File: config.mk
export PLATFORM = sky130hd
export DESIGN_NAME = spi_controller_flat
export DESIGN_NICKNAME = d
export VERILOG_FILES = /design/src/rtl/spi_controller_if.sv /design/src/rtl/spi_controller.sv /design/src/flat_wrapper.sv
export SDC_FILE = /design/constraint.sdc
export NUM_CORES = 1
export LEC_CHECK = 0
export BUFFER_PORTS_ARGS = -buffer_cell sky130_fd_sc_hd__buf_2
export CORE_AREA = 4 4 62 58
export CTS_BUF_LIST = sky130_fd_sc_hd__clkbuf_4 sky130_fd_sc_hd__clkbuf_8
export DETAILED_ROUTE_END_ITERATION = 6
export DIE_AREA = 0 0 66 62
export PLACE_DENSITY = 0.74
export SETUP_SLACK_MARGIN = 0.5
export SLEW_MARGIN = 20
export SYNTH_ARGS = -nofsm -noshare
export SYNTH_HDL_FRONTEND = slang
export SYNTH_SLANG_ARGS = --single-unit
File: constraint.sdc
create_clock -name clk -period 1.55 [get_ports clk]
set_clock_uncertainty 0.1 [all_clocks]
set_input_delay 0.0775 -clock clk [delete_from_list [all_inputs] [get_ports clk]]
set_output_delay 0.0775 -clock clk [all_outputs]
set_load 0.02 [all_outputs]
File: src/rtl/spi_controller_if.sv
// Request-side bundle for spi_controller: valid/ready write request plus status.
interface spi_controller_if;
  logic       req_valid;
  logic       req_ready;
  logic [6:0] req_addr;
  logic [7:0] req_data;
  logic       busy;
  logic       done;

  modport master (output req_valid, req_addr, req_data, input req_ready, busy, done);
  modport slave  (input req_valid, req_addr, req_data, output req_ready, busy, done);
endinterface

File: src/rtl/spi_controller.sv
// SPI mode-0 write-frame initiator: serialises {1, addr[6:0], data[7:0]} MSB first
// with registered SCLK/COPI/nCS derived from the system clock.
module spi_controller #(
  parameter int CLK_DIV = 4
) (
  input  logic             clk,
  input  logic             rst_n,
  spi_controller_if.slave  bus,
  output logic             SCLK,
  output logic             COPI,
  output logic             nCS
);

  localparam int CW = $clog2(CLK_DIV) + 1;
  localparam logic [CW-1:0] CNT_MAX = CW'(CLK_DIV - 1);

  typedef enum logic [2:0] {IDLE, SETUP, SHIFT_HI, SHIFT_LO, HOLD, GAP} state_t;

  state_t        state, state_nxt;
  logic [CW-1:0] cnt, cnt_nxt;
  logic [3:0]    bit_cnt, bit_nxt;
  logic [15:0]   shreg, shreg_nxt;
  logic          sclk_q, sclk_nxt;
  logic          copi_q, copi_nxt;
  logic          ncs_q, ncs_nxt;
  logic          done_q, done_nxt;
  logic          half_done;
  logic [15:0]   frame;

  always_ff @(posedge clk) begin
    if (!rst_n) begin
      state   <= IDLE;
      cnt     <= '0;
      bit_cnt <= '0;
      shreg   <= '0;
      sclk_q  <= 1'b0;
      copi_q  <= 1'b0;
      ncs_q   <= 1'b1;
      done_q  <= 1'b0;
    end else begin
      state   <= state_nxt;
      cnt     <= cnt_nxt;
      bit_cnt <= bit_nxt;
      shreg   <= shreg_nxt;
      sclk_q  <= sclk_nxt;
      copi_q  <= copi_nxt;
      ncs_q   <= ncs_nxt;
      done_q  <= done_nxt;
    end
  end

  // Every non-idle state lasts exactly one half-period; cnt restarts on each transition.
  always_comb begin
    state_nxt = state;
    cnt_nxt   = cnt;
    bit_nxt   = bit_cnt;
    shreg_nxt = shreg;
    sclk_nxt  = sclk_q;
    copi_nxt  = copi_q;
    ncs_nxt   = ncs_q;
    done_nxt  = 1'b0;
    frame     = {1'b1, bus.req_addr, bus.req_data};
    half_done = (cnt == CNT_MAX);

    if (state != IDLE) begin
      cnt_nxt = half_done ? '0 : cnt + 1'b1;
    end

    case (state)
      IDLE: begin
        if (bus.req_valid) begin
          shreg_nxt = frame;
          copi_nxt  = frame[15];
          ncs_nxt   = 1'b0;
          bit_nxt   = 4'd15;
          cnt_nxt   = '0;
          state_nxt = SETUP;
        end
      end
      SETUP: begin
        if (half_done) begin
          sclk_nxt  = 1'b1;
          state_nxt = SHIFT_HI;
        end
      end
      SHIFT_HI: begin
        if (half_done) begin
          sclk_nxt = 1'b0;
          // Next bit goes out on the falling edge so it is stable a full half-period before the rise.
          if (bit_cnt != 4'd0) begin
            bit_nxt   = bit_cnt - 1'b1;
            copi_nxt  = shreg[14];
            shreg_nxt = {shreg[14:0], 1'b0};
            state_nxt = SHIFT_LO;
          end else begin
            state_nxt = HOLD;
          end
        end
      end
      SHIFT_LO: begin
        if (half_done) begin
          sclk_nxt  = 1'b1;
          state_nxt = SHIFT_HI;
        end
      end
      HOLD: begin
        if (half_done) begin
          ncs_nxt   = 1'b1;
          copi_nxt  = 1'b0;
          state_nxt = GAP;
        end
      end
      GAP: begin
        if (half_done) begin
          done_nxt  = 1'b1;
          state_nxt = IDLE;
        end
      end
      default: state_nxt = IDLE;
    endcase
  end

  assign bus.req_ready = (state == IDLE);
  assign bus.busy      = (state != IDLE);
  assign bus.done      = done_q;
  assign SCLK          = sclk_q;
  assign COPI          = copi_q;
  assign nCS           = ncs_q;

endmodule

File: src/flat_wrapper.sv
// flat-port wrapper written by rule: the top's interface ports become plain ports
module spi_controller_flat 
#(
  parameter int CLK_DIV = 4
)
  (clk, rst_n, SCLK, COPI, nCS, bus_req_valid, bus_req_addr, bus_req_data, bus_req_ready, bus_busy, bus_done);
  spi_controller_if bus_i ();
  input  logic clk;
  input  logic rst_n;
  output logic SCLK;
  output logic COPI;
  output logic nCS;
  input wire logic [$bits(bus_i.req_valid)-1:0] bus_req_valid;
  input wire logic [$bits(bus_i.req_addr)-1:0] bus_req_addr;
  input wire logic [$bits(bus_i.req_data)-1:0] bus_req_data;
  output wire logic [$bits(bus_i.req_ready)-1:0] bus_req_ready;
  output wire logic [$bits(bus_i.busy)-1:0] bus_busy;
  output wire logic [$bits(bus_i.done)-1:0] bus_done;
  assign bus_i.req_valid = bus_req_valid;
  assign bus_i.req_addr = bus_req_addr;
  assign bus_i.req_data = bus_req_data;
  assign bus_req_ready = bus_i.req_ready;
  assign bus_busy = bus_i.busy;
  assign bus_done = bus_i.done;
  spi_controller #(.CLK_DIV(CLK_DIV)) u_core (.clk(clk), .rst_n(rst_n), .bus(bus_i), .SCLK(SCLK), .COPI(COPI), .nCS(nCS));
endmodule
# Word-level counts from Yosys, hierarchy flattened
# Index checks and enable logic that the tools add are counted.
# word_totals
ff_bits,29
input_bits,18
output_inout_bits,6
# classes
addsub,2
n_eq_ne,12
n_mux,29
n_reduce_logical,14
# op_table
operator,count
two-way mux 15 bit,3
two-way mux 3 bit,10
case mux 15 bit (2 select lines),1
case mux 3 bit (5 select lines),1
two-way mux 4 bit,3
!= test 2 x 1 -> 1 bit (second input constant),5
AND reduction 5 bit,2
equality test 3 x 2 -> 1 bit (second input constant),3
case mux 4 bit (2 select lines),1
two-way mux 1 bit,7
equality test 3 bit (second input constant),2
AND reduction 3 bit,2
nonzero test 2 bit,3
nonzero test 3 bit,2
case mux 1 bit (2 select lines),2
AND reduction 4 bit,1
nonzero test 4 bit,1
subtractor 4 x 1 -> 4 bit (second input constant),1
adder 3 x 1 -> 3 bit (second input constant),1
equality test 3 x 1 -> 1 bit (second input constant),1
logical NOT 3 bit,1
case mux 1 bit (3 select lines),1
!= test 2 bit (second input constant),1
AND reduction 2 bit,1
OR reduction 2 bit,1

# Depth between registers and ports, before layout
# Gate-level depths: netlist of the first run.
# logic_depth
depth_word,5
depth_mapped,7
mapped_depth_nobuf,6

# Least setup slack after synthesis of the first run
# No wires, ideal clock.
# synth_timing
kind,register to register
startpoint,register u_core.state[1]
endpoint,register u_core.bit_cnt[1]
setup_time_ns,0.135
arrival_time_ns,1.541
required_time_ns,1.315
slack_ns,-0.225
path_stages_with_launch,8
n_path_buf,2
synth_period_minus_slack_ns,1.775
cell_sequence,dfxtp_1 clkbuf_1 or3_1 clkbuf_1 inv_2 and2_1 nor3_1 a211oi_1
# synth_via
elab_chain_cells,3
# synth_rtl
element,line_no,source
start: declaration,spi_controller.sv:19,"state_t state, state_nxt;"
start signal: assignment,spi_controller.sv:41,state <= state_nxt;
logical NOT 3 bit *,n/a,
via bus_req_ready,flat_wrapper.sv:16,output wire logic [$bits(bus_i.req_ready)-1:0] bus_req_ready;
!= test 2 bit (no line) or nonzero test 2 bit (tied branches),n/a,
AND reduction 4 bit (no line),n/a,
end signal: assignment,spi_controller.sv:43,bit_cnt <= bit_nxt;
end: declaration,spi_controller.sv:21,"logic [3:0] bit_cnt, bit_nxt;"
# Mark *: on every way through the listed nets, which the timed path passes. The rest lies on a longest branch.
# A chain may end at the register's enable or synchronous reset.

# Worst setup path after layout of the first run
# layout_timing
startpoint,register u_core.state[1]
endpoint,register u_core.shreg[1]
# layout_via
elab_chain_cells,3
# layout_rtl
element,line_no,source
equality test 3 x 2 -> 1 bit or logical NOT 3 bit (tied branches),spi_controller.sv:69,case (state)
!= test 2 x 1 -> 1 bit (no line) (tied with other cells),n/a,
AND reduction 4 bit (no line),n/a,
end signal: assignment,spi_controller.sv:44,shreg <= shreg_nxt;
end: declaration,spi_controller.sv:22,"logic [15:0] shreg, shreg_nxt;"
# Several ways; a longest one is shown, not always the timed one.

==> summary.txt, run 1 <==
largest net degree at the start of global routing - 17
Area growth syn-to-layout - 63.2%
Slew @ Worst Pin - 0.600 ns
number of global-route vias before repair - 1516
final worst path period need - 1.76 ns
Avg Inst Size Synth - 9.40 sq um
CTS H-Tree Depth - 2
P per Cell Area - 898 nW/um^2
highest-count cells in the layout ignoring fill and taps - buf_4, buf_6, dfxtp_1
Data arrival, critical path - 1.86 ns
status - finished with violations
GR Overflow Total - 0
layout cells sized above 1 - 54.8%
Sequential Power Share - 39.9%
Final Cycle Share - 113%
row cnt - 19
synthesized cell area - 1480 sq um
first-pass GRT wire length - 6.75 mm
Worst-Skew Late Latency - 0.33 ns
Die X - 66 um
setup TNS - -3.80 ns
Die H - 62 um
Post-Route WL - 4.67 mm
sw frac - 27.9%
RD Place Congestion - 0.841
Layout Nets - 250
crit path max fanout - 7
CP endpoint kind - flop
DR vias - 1464
failing checks - setup timing
clock tree sinks - 29
Initial Utilization - 49.7%
unrepaired setup endpoints after global routing - true
I/O pins - 24
drt drc - 0
Clk pwr share - 30.8%
antenna fix cells - 0
average via count per standard cell - 5.38
leakage - 1.17 nW
DRT antenna net count - 0
1st-pass router iterations - 4
Post-Syn Instances - 157
final setup fails - 25
Synth warnings - 0
worst endpoint required time - 1.65 ns
initial DRC count - 87
final hold viol count - 0
HP Class - input pin to flop
antenna violations before repair - 0
Met2 Wirelength - 2.46 mm
wire length per cell - 17.2 um
root buffer cell - clkbuf_4
final max-slew violation count - 0
max_cap viols - 0
die area - 4090 sq um
TritonCTS clock tree - yes
final core occ - 81.1%
Max VDD drop - 747 uV
Mapped Nets - 178
uppermost layer routed - met4
core box area - 2970 sq um
clk slew on worst S/H paths - 0.09 ns
sequential-to-total area share from yosys stat - 39.3%
met3 layer wire length in the routed design - 193 um
worst relative slew slack - 60.0%
post-synthesis register bit count - 29
Post-DP HPWL - 2.46 mm
final setup margin - -0.206 ns
Clock Path Buffers - 2
CP startpoint kind - flop
Gate power share - 29.3%
PortBufs - 23
cell internal pwr - 0.00156 W
FMAX - 0.569 GHz
worst slack at placement - -0.217 ns
met1 wire length - 1.91 mm
switching power - 0.000604 W
Synth cell types - 34
Setup CP Type - flop to flop
most common cell after layout, fill and taps aside - buf_4
All-Layer GR Usage - 22.2%
Num CTS Buffers - 5
-- final timing paths --
path | startpoint | endpoint | slack, ns | cells past startpoint
worst max register to register | u_core.state[1]$_SDFFE_PN0P_ | u_core.shreg[1]$_SDFFE_PN0P_ | -0.21 | 5
worst max-delay path | u_core.state[1]$_SDFFE_PN0P_ | u_core.shreg[1]$_SDFFE_PN0P_ | -0.21 | 5
worst min-delay path | bus_req_data[5] | u_core.shreg[5]$_SDFFE_PN0P_ | 0.006 | 4
worst min register to register | u_core.COPI$_SDFFE_PN0P_ | u_core.COPI$_SDFFE_PN0P_ | 0.39 | 2
-- flip-flops by register name, summed over array words and instances, names as in the netlist --
signal / count
u_core.cnt: 3
u_core.COPI: 1
u_core.SCLK: 1
u_core.nCS: 1
u_core.shreg: 15
u_core.bus.done: 1
u_core.bit_cnt: 4
u_core.state: 3
-- cells by family after synthesis --
| family | count (synthesis) | share of synthesized area, % |
|---|---|---|
| and+or+nand+nor | 56 | 19.1 |
| AOI/OAI and AO/OA | 34 | 20.7 |
| DFF | 29 | 39.3 |
| buffers and inverters | 18 | 6.86 |
| muxes | 17 | 11.5 |
| adders and majority gates | 3 | 2.54 |
-- Yosys cell counts (all sizes together) --
cell | n | area [sq um]
or3b | 1 | 8.76
a211oi | 9 | 103
o31a | 1 | 8.76
o21ai | 2 | 10.0
nand3b | 1 | 7.51
ha | 3 | 37.5
o211a | 8 | 80.1
mux2i | 17 | 170
or4b | 1 | 13.8
nand3 | 5 | 25.0
o22a | 1 | 8.76
nor3 | 6 | 30.0
a21oi | 7 | 35.0
o211ai | 1 | 7.51
inv | 5 | 18.8
nor2b | 4 | 25.0
and2 | 1 | 6.26
or3 | 3 | 18.8
buf | 8 | 63.8
o21a | 1 | 7.51
dfxtp | 29 | 581
nand2 | 19 | 71.3
a2bb2oi | 2 | 17.5
nor2 | 11 | 41.3
clkbuf | 5 | 18.8
nor3b | 3 | 27.5
a31oi | 1 | 6.26
nand2b | 1 | 6.26
o31ai | 1 | 21.3
-- stage by stage --
step,hold WS (ns),power (W),std cells,cell area (sq um)
detailed placement,0.260,0.00130,238,1840
global placement,0.241,0.00128,238,1840
global route,0.0201,0.00226,272,2410
floorplan,0.118,0.00117,157,1550
finish,0.00633,0.00216,272,2410
CTS,0.00168,0.00210,267,2290
-- layout make-up --
class / count / area [sq um]
Inverter: 5 / 26.3
Fill cell: 178 / 562
Clock inverter: 1 / 30.0
Timing Repair Buffer: 78 / 692
Tap cell: 42 / 52.6
Clock buffer: 7 / 58.8
Sequential cell: 29 / 594
Multi-Input combinational cell: 110 / 956
-- what timing repair did --
item,4_1_cts,5_1_grt
gates cloned,1,1
setup endpoints to repair,31,34
gates resized for setup,47,18
pin swaps,12,10
buffers inserted,14,4
hold buffers,6,0
hold endpoints to repair,6,0
-- layer usage --
| layer | global-route usage [%] | vias to the layer above |
|---|---|---|
| met5 | 0 | - |
| met4 | 11.3 | 0 |
| met3 | 5.04 | 13 |
| met2 | 42.4 | 35 |
| met1 | 23.3 | 715 |
| li1 | - | 701 |
-- critical path: stages, from the launching register on --
cell       delay [ns]
dfxtp_2          0.38
or3b_4           0.43
o31ai_4          0.34
buf_6            0.17
clkbuf_16        0.15
a211oi_2         0.06
-- power by group through the flow --
stage,Clock [W],Sequential [W],Combinational [W]
after global routing,0.000717,0.000871,0.000674
final,0.000666,0.000864,0.000634
after floorplan,0,0.000873,0.000298
after CTS,0.000675,0.000861,0.000567
after detailed placement,0,0.000874,0.000427
after global placement,0,0.000868,0.000408
Power figures use the tool's default switching activity.
==> run 2: changes to the inputs <==
--- a/config.mk
+++ b/config.mk
@@ -5,12 +5,13 @@
 export SDC_FILE = /design/constraint.sdc
 export NUM_CORES = 1
 export LEC_CHECK = 0
+export ABC_AREA = 1
 export BUFFER_PORTS_ARGS = -buffer_cell sky130_fd_sc_hd__buf_2
-export CORE_AREA = 4 4 62 58
+export CORE_AREA = 4 4 89 83
 export CTS_BUF_LIST = sky130_fd_sc_hd__clkbuf_4 sky130_fd_sc_hd__clkbuf_8
 export DETAILED_ROUTE_END_ITERATION = 6
-export DIE_AREA = 0 0 66 62
-export PLACE_DENSITY = 0.74
+export DIE_AREA = 0 0 93 87
+export PLACE_DENSITY = 0.41
 export SETUP_SLACK_MARGIN = 0.5
 export SLEW_MARGIN = 20
 export SYNTH_ARGS = -nofsm -noshare
==> summary.txt, run 2 <==
Synth warnings - 0
final max-slew violation count - 0
synthesized cell area - 1570 sq um
HP Class - input pin to flop
Max VDD drop - 353 uV
Sequential Area - 597 sq um
clk slew on worst S/H paths - 0.06 ns
highest-count cells in the layout ignoring fill and taps - nand2_1, nor2_1, dfxtp_1
multi-input logic area - 1110 sq um
worst endpoint required time - 1.62 ns
Die X - 93 um
Slew @ Worst Pin - 0.383 ns
Setup CP Type - flop to flop
post-synthesis register bit count - 29
core box area - 6450 sq um
leakage - 0.952 nW
root buffer cell - clkbuf_8
largest area contributor in the netlist - dfxtp_1
antenna violations before repair - 0
FILL cells - 739
Synth top area share - 37.0%
unrepaired setup endpoints after global routing - true
CP startpoint kind - flop
Post-DP HPWL - 2.68 mm
Layout Nets - 287
DRT antenna net count - 0
Initial Utilization - 24.3%
number of global-route vias before repair - 1546
Synth cell types - 27
Mapped Nets - 247
antenna fix cells - 0
crit path max fanout - 8
setup TNS - 0 ns
layout cells sized above 1 - 44.7%
Clock Path Buffers - 2
FMAX - 0.717 GHz
Post-synth EDFFs - 0
sequential-to-total area share from yosys stat - 37.0%
Avg Inst Size Synth - 6.94 sq um
crit path cell chain - ha_4 > inv_2 > nor2_4 > nand2_2 > nand2_4 > nand2_8 > o21ai_2 > nor2_1
Tot Pwr - 0.00416 W
GR Overflow Total - 0
CP endpoint kind - flop
ys flop type - dfxtp_1
max incr delay on CP - 0.35 ns
largest net degree at the start of global routing - 20
average via count per standard cell - 4.32
Area growth syn-to-layout - 42.3%
Post-Route WL - 4.25 mm
initial DRC count - 44
All-Layer GR Usage - 11.5%
clock tree sinks - 29
DR vias - 1537
Data arrival, critical path - 1.47 ns
count leader, synth - nand2_1
final hold viol count - 0
Final Cycle Share - 90.0%
TritonCTS clock tree - yes
most flop-heavy register - u_core.shreg
status - complete, no violations
RD Place Congestion - 0.760
top flop regs - u_core.shreg (15), u_core.bit_cnt (4)
Post-Syn Instances - 226
1st-pass router iterations - 4
drt drc - 0
max reg flops - 15
final worst path period need - 1.40 ns
I/O pins - 24
final setup fails - 0
wire length per cell - 11.9 um
Die H - 87 um
CTS H-Tree Depth - 2
synth top area cells - dfxtp_1, nand2_1, nor2_1
P per Cell Area - 1860 nW/um^2
row cnt - 28
Num CTS Buffers - 5
CP max-delay cell - dfxtp_2
max_cap viols - 0
Synth async-reset ratio - 0%
PortBufs - 23
Worst-Skew Late Latency - 0.28 ns
worst relative slew slack - 74.3%
Commonest cells post-synth - nand2_1, nor2_1, dfxtp_1, o21ai_0, inv_1
die area - 8090 sq um
most common cell after layout, fill and taps aside - nand2_1
Hold Buf Count CTS - 0
first-pass GRT wire length - 7.28 mm
==> run 2: cell types whose count changed after synthesis, sizes merged, moves of 8 or more <==
cell	previous run	this run
inv	5	16
nor2	11	46
a211oi	9	1
o211a	8	0
o21ai	2	22
nand2	19	77
mux2i	17	0
==> run 2: worst paths after layout <==
kind	start	to	slack (ns)	depth (start not counted)
worst min-delay path	bus_req_data[0]	u_core.shreg[0]$_SDFFE_PN0P_	0.002	3
worst min register to register	u_core.shreg[0]$_SDFFE_PN0P_	u_core.shreg[0]$_SDFFE_PN0P_	0.38	2
worst max-delay path	u_core.cnt[1]$_SDFF_PN0_	u_core.shreg[9]$_SDFFE_PN0P_	0.15	8
worst max register to register	u_core.cnt[1]$_SDFF_PN0_	u_core.shreg[9]$_SDFFE_PN0P_	0.15	8
==> run 2: timing repair <==
| item | 4_1_cts | 5_1_grt |
|---|---|---|
| endpoints found under the hold margin | 0 | 0 |
| gates cloned | 4 | 0 |
| endpoints found under the setup margin | 31 | 31 |
| pin swaps | 16 | 15 |
| setup buffers | 7 | 1 |
| gates resized for setup | 45 | 19 |
==> run 2: layout make-up <==
class,instances,share of cell area [%]
tap,90,5.05
timing repair buffer,36,10.9
sequential,29,26.8
multi-input combinational,177,49.8
inverter,17,3.42
clock buffer,7,4.04
==> run 2: metal layers <==
metal	GRT usage [%]	share of wire (%)	up-vias
met5	0	0	-
met4	4.79	1.2	0
met3	2.33	3.6	5
met2	17.1	44	26
met1	16.2	52	707
li1	-	-	799
==> run 2: cells by family after synthesis <==
kind of cell	share of synthesized area [%]
AO/OA/AOI/OAI	11.3
XOR/XNOR	0.559
buffers and inverters	8.86
adder cells (fa/ha/maj)	2.39
flip-flops	37.0
AND/OR/NAND/NOR	39.8
==> run 2: stage by stage <==
step | setup slack [ns] | cell area [sq um] | utilization (%) | hold WS [ns] | cells
after floorplan | 0.212 | 1640 | - | 0.142 | 226
after global placement | 0.0522 | 1830 | 28.4 | 0.293 | 337
after detailed placement | 0.0478 | 1830 | 28.4 | 0.298 | 337
after CTS | 0.159 | 2160 | 33.6 | 0.00109 | 355
after global routing | 0.0386 | 2230 | 34.6 | 0.0129 | 356
final | 0.155 | 2230 | 34.6 | 0.00181 | 356
==> run 2: worst max-delay path, delay by kind of cell (launching register included) <==
| family | cells | cell delay, ns |
|---|---|---|
| AND/OR/NAND/NOR | 5 | 0.56 |
| AO/OA/AOI/OAI | 1 | 0.11 |
| buffers and inverters | 1 | 0.04 |
| flip-flops | 1 | 0.35 |
| adder cells (fa/ha/maj) | 1 | 0.14 |
==> run 2: where the power goes <==
group          internal [W]  leakage (nW)  total, W  switching [W]
Combinational      0.000920         0.662   0.00229        0.00137
Sequential          0.00100         0.243   0.00122       0.000218
Clock              0.000369        0.0477  0.000651       0.000282
Total               0.00229         0.952   0.00416        0.00187
==> run 3: changes to the inputs <==
--- a/config.mk
+++ b/config.mk
@@ -6,12 +6,12 @@
 export NUM_CORES = 1
 export LEC_CHECK = 0
 export ABC_AREA = 1
+export ABC_CLOCK_PERIOD_IN_PS = 1550
 export BUFFER_PORTS_ARGS = -buffer_cell sky130_fd_sc_hd__buf_2
 export CORE_AREA = 4 4 89 83
 export CTS_BUF_LIST = sky130_fd_sc_hd__clkbuf_4 sky130_fd_sc_hd__clkbuf_8
 export DETAILED_ROUTE_END_ITERATION = 6
 export DIE_AREA = 0 0 93 87
-export PLACE_DENSITY = 0.41
 export SETUP_SLACK_MARGIN = 0.5
 export SLEW_MARGIN = 20
 export SYNTH_ARGS = -nofsm -noshare
==> summary.txt, run 3 (synthesized netlist as in run 2, its figures left out) <==
final setup margin - 0.121 ns
Clock Path Buffers - 2
Hold Path Depth - 5
root buffer cell - clkbuf_8
Min-Delay Startpoint - bus_req_addr[3]
cells on worst reg2reg path - 8
most flop-heavy register - u_core.shreg
Crit path max-delay family - simple AND/OR/NAND/NOR gates
Clk pwr share - 15.5%
Gate power share - 54.0%
CP startpoint - u_core.cnt[1]$_SDFF_PN0_
FILL cells - 710
uppermost layer routed - met4
leakage - 0.932 nW
Post-DP HPWL - 2.60 mm
crit path cell chain - ha_4 > inv_2 > nor2_4 > nand2_2 > nand2_4 > nand2_8 > o21ai_1 > nor2_1
worst endpoint required time - 1.63 ns
crit path max fanout - 9
instance count on the critical path - 8
Die H - 87 um
setup TNS - 0 ns
final worst path period need - 1.43 ns
Final Cycle Share - 92.2%
wire length per cell - 11.4 um
final hold viol count - 0
r2r startpoint - u_core.cnt[1]$_SDFF_PN0_
PortBufs - 23
unrepaired setup endpoints after global routing - true
Tot Pwr - 0.00399 W
final max-slew violation count - 0
clock tree sinks - 29
cell internal pwr - 0.00217 W
top flop regs - u_core.shreg (15), u_core.bit_cnt (4)
initial DRC count - 87
row cnt - 28
HP Class - input pin to flop
met3 layer wire length in the routed design - 206 um
Worst-Skew Late Latency - 0.29 ns
FMAX - 0.700 GHz
CP startpoint kind - flop
Max VDD drop - 448 uV
number of global-route vias before repair - 1348
antenna violations before repair - 0
Layout Nets - 285
DRT antenna net count - 0
Initial Utilization - 24.3%
core box area - 6450 sq um
TritonCTS clock tree - yes
antenna fix cells - 0
GR Overflow Total - 0
clk slew on worst S/H paths - 0.07 ns
die area - 8090 sq um
Die X - 93 um
most common cell after layout, fill and taps aside - nand2_1
1st-pass router iterations - 4
Critical path buffers and inverters - 1
I/O pins - 24
Num CTS Buffers - 5
max reg flops - 15
Area growth syn-to-layout - 38.5%
RD Place Congestion - 0.772
max incr delay on CP - 0.36 ns
Slew @ Worst Pin - 0.406 ns
max_cap viols - 0
switching power - 0.00182 W
Sequential Power Share - 30.6%
Post-Place Cells - 334
sw frac - 45.7%
highest-count cells in the layout ignoring fill and taps - nand2_1, nor2_1, dfxtp_1
Post-Route WL - 4.04 mm
worst slack at placement - 0.0930 ns
P per Cell Area - 1840 nW/um^2
CP max-delay cell - dfxtp_2
status - complete, no violations
CTS H-Tree Depth - 2
final core occ - 33.7%
CP endpoint kind - flop
final setup fails - 0
Data arrival, critical path - 1.51 ns
Non-Filler Instances - 355
drt drc - 0
layout cells sized above 1 - 40.8%
Met2 Wirelength - 1.89 mm
first-pass GRT wire length - 6.60 mm
average via count per standard cell - 4.25
worst relative slew slack - 72.8%
met1 wire length - 1.87 mm
All-Layer GR Usage - 10.5%
Setup CP Type - flop to flop
DR vias - 1508
largest net degree at the start of global routing - 20
==> run 3: through the flow <==
stage | instance area, sq um | hold slack, ns
6_report | 2170 | 0.0157
3_3_place_gp | 1810 | 0.314
5_1_grt | 2170 | 0.0393
3_5_place_dp | 1810 | 0.318
4_1_cts | 2010 | 0.0184
2_1_floorplan | 1640 | 0.142
==> run 3: repair_timing <==
| item | CTS | global route |
|---|---|---|
| cloned | 2 | 1 |
| pin swaps | 5 | 9 |
| hold buffers | 0 | 0 |
| endpoints found under the setup margin | 31 | 31 |
| setup buffers | 3 | 7 |
| resized for setup | 29 | 21 |
==> run 3: layer usage <==
layer	GRT usage [%]	vias up
met5	0	-
met4	3.60	0
met3	3.37	7
met2	16.5	34
met1	13.5	673
li1	-	794
==> run 3: area by class of cell <==
type	count	area, sq um	share of cell area [%]
tap	90	113	5.19
clock inverter	3	16.3	0.749
clock buffer	5	68.8	3.17
timing repair buffer	35	241	11.1
sequential	29	594	27.4
multi-input combinational	176	1060	48.9
inverter	17	76.3	3.52
==> run 3: path summary, 6_finish.rpt <==
kind                                   endpoint  slack (ns)
setup / recovery   u_core.shreg[4]$_SDFFE_PN0P_        0.12
setup reg to reg   u_core.shreg[4]$_SDFFE_PN0P_        0.12
hold reg to reg        u_core.cnt[0]$_SDFF_PN0_        0.37
hold / removal    u_core.shreg[11]$_SDFFE_PN0P_        0.02
==> run 3: worst reg2reg max path: stages (launching register included) <==
cell and delay [ns]:
dfxtp_2 0.36, ha_4 0.14, inv_2 0.04, nor2_4 0.18, nand2_2 0.09, nand2_4 0.13
nand2_8 0.10, o21ai_1 0.14, nor2_1 0.05
==> run 3: power by group through the flow <==
stage | registers (W) | logic (W) | clock network [W]
after global placement | 0.00122 | 0.00159 | 0
after CTS | 0.00121 | 0.00191 | 0.000635
final | 0.00122 | 0.00215 | 0.000617
after global routing | 0.00125 | 0.00240 | 0.000662
after detailed placement | 0.00122 | 0.00160 | 0
after floorplan | 0.00119 | 0.00140 | 0
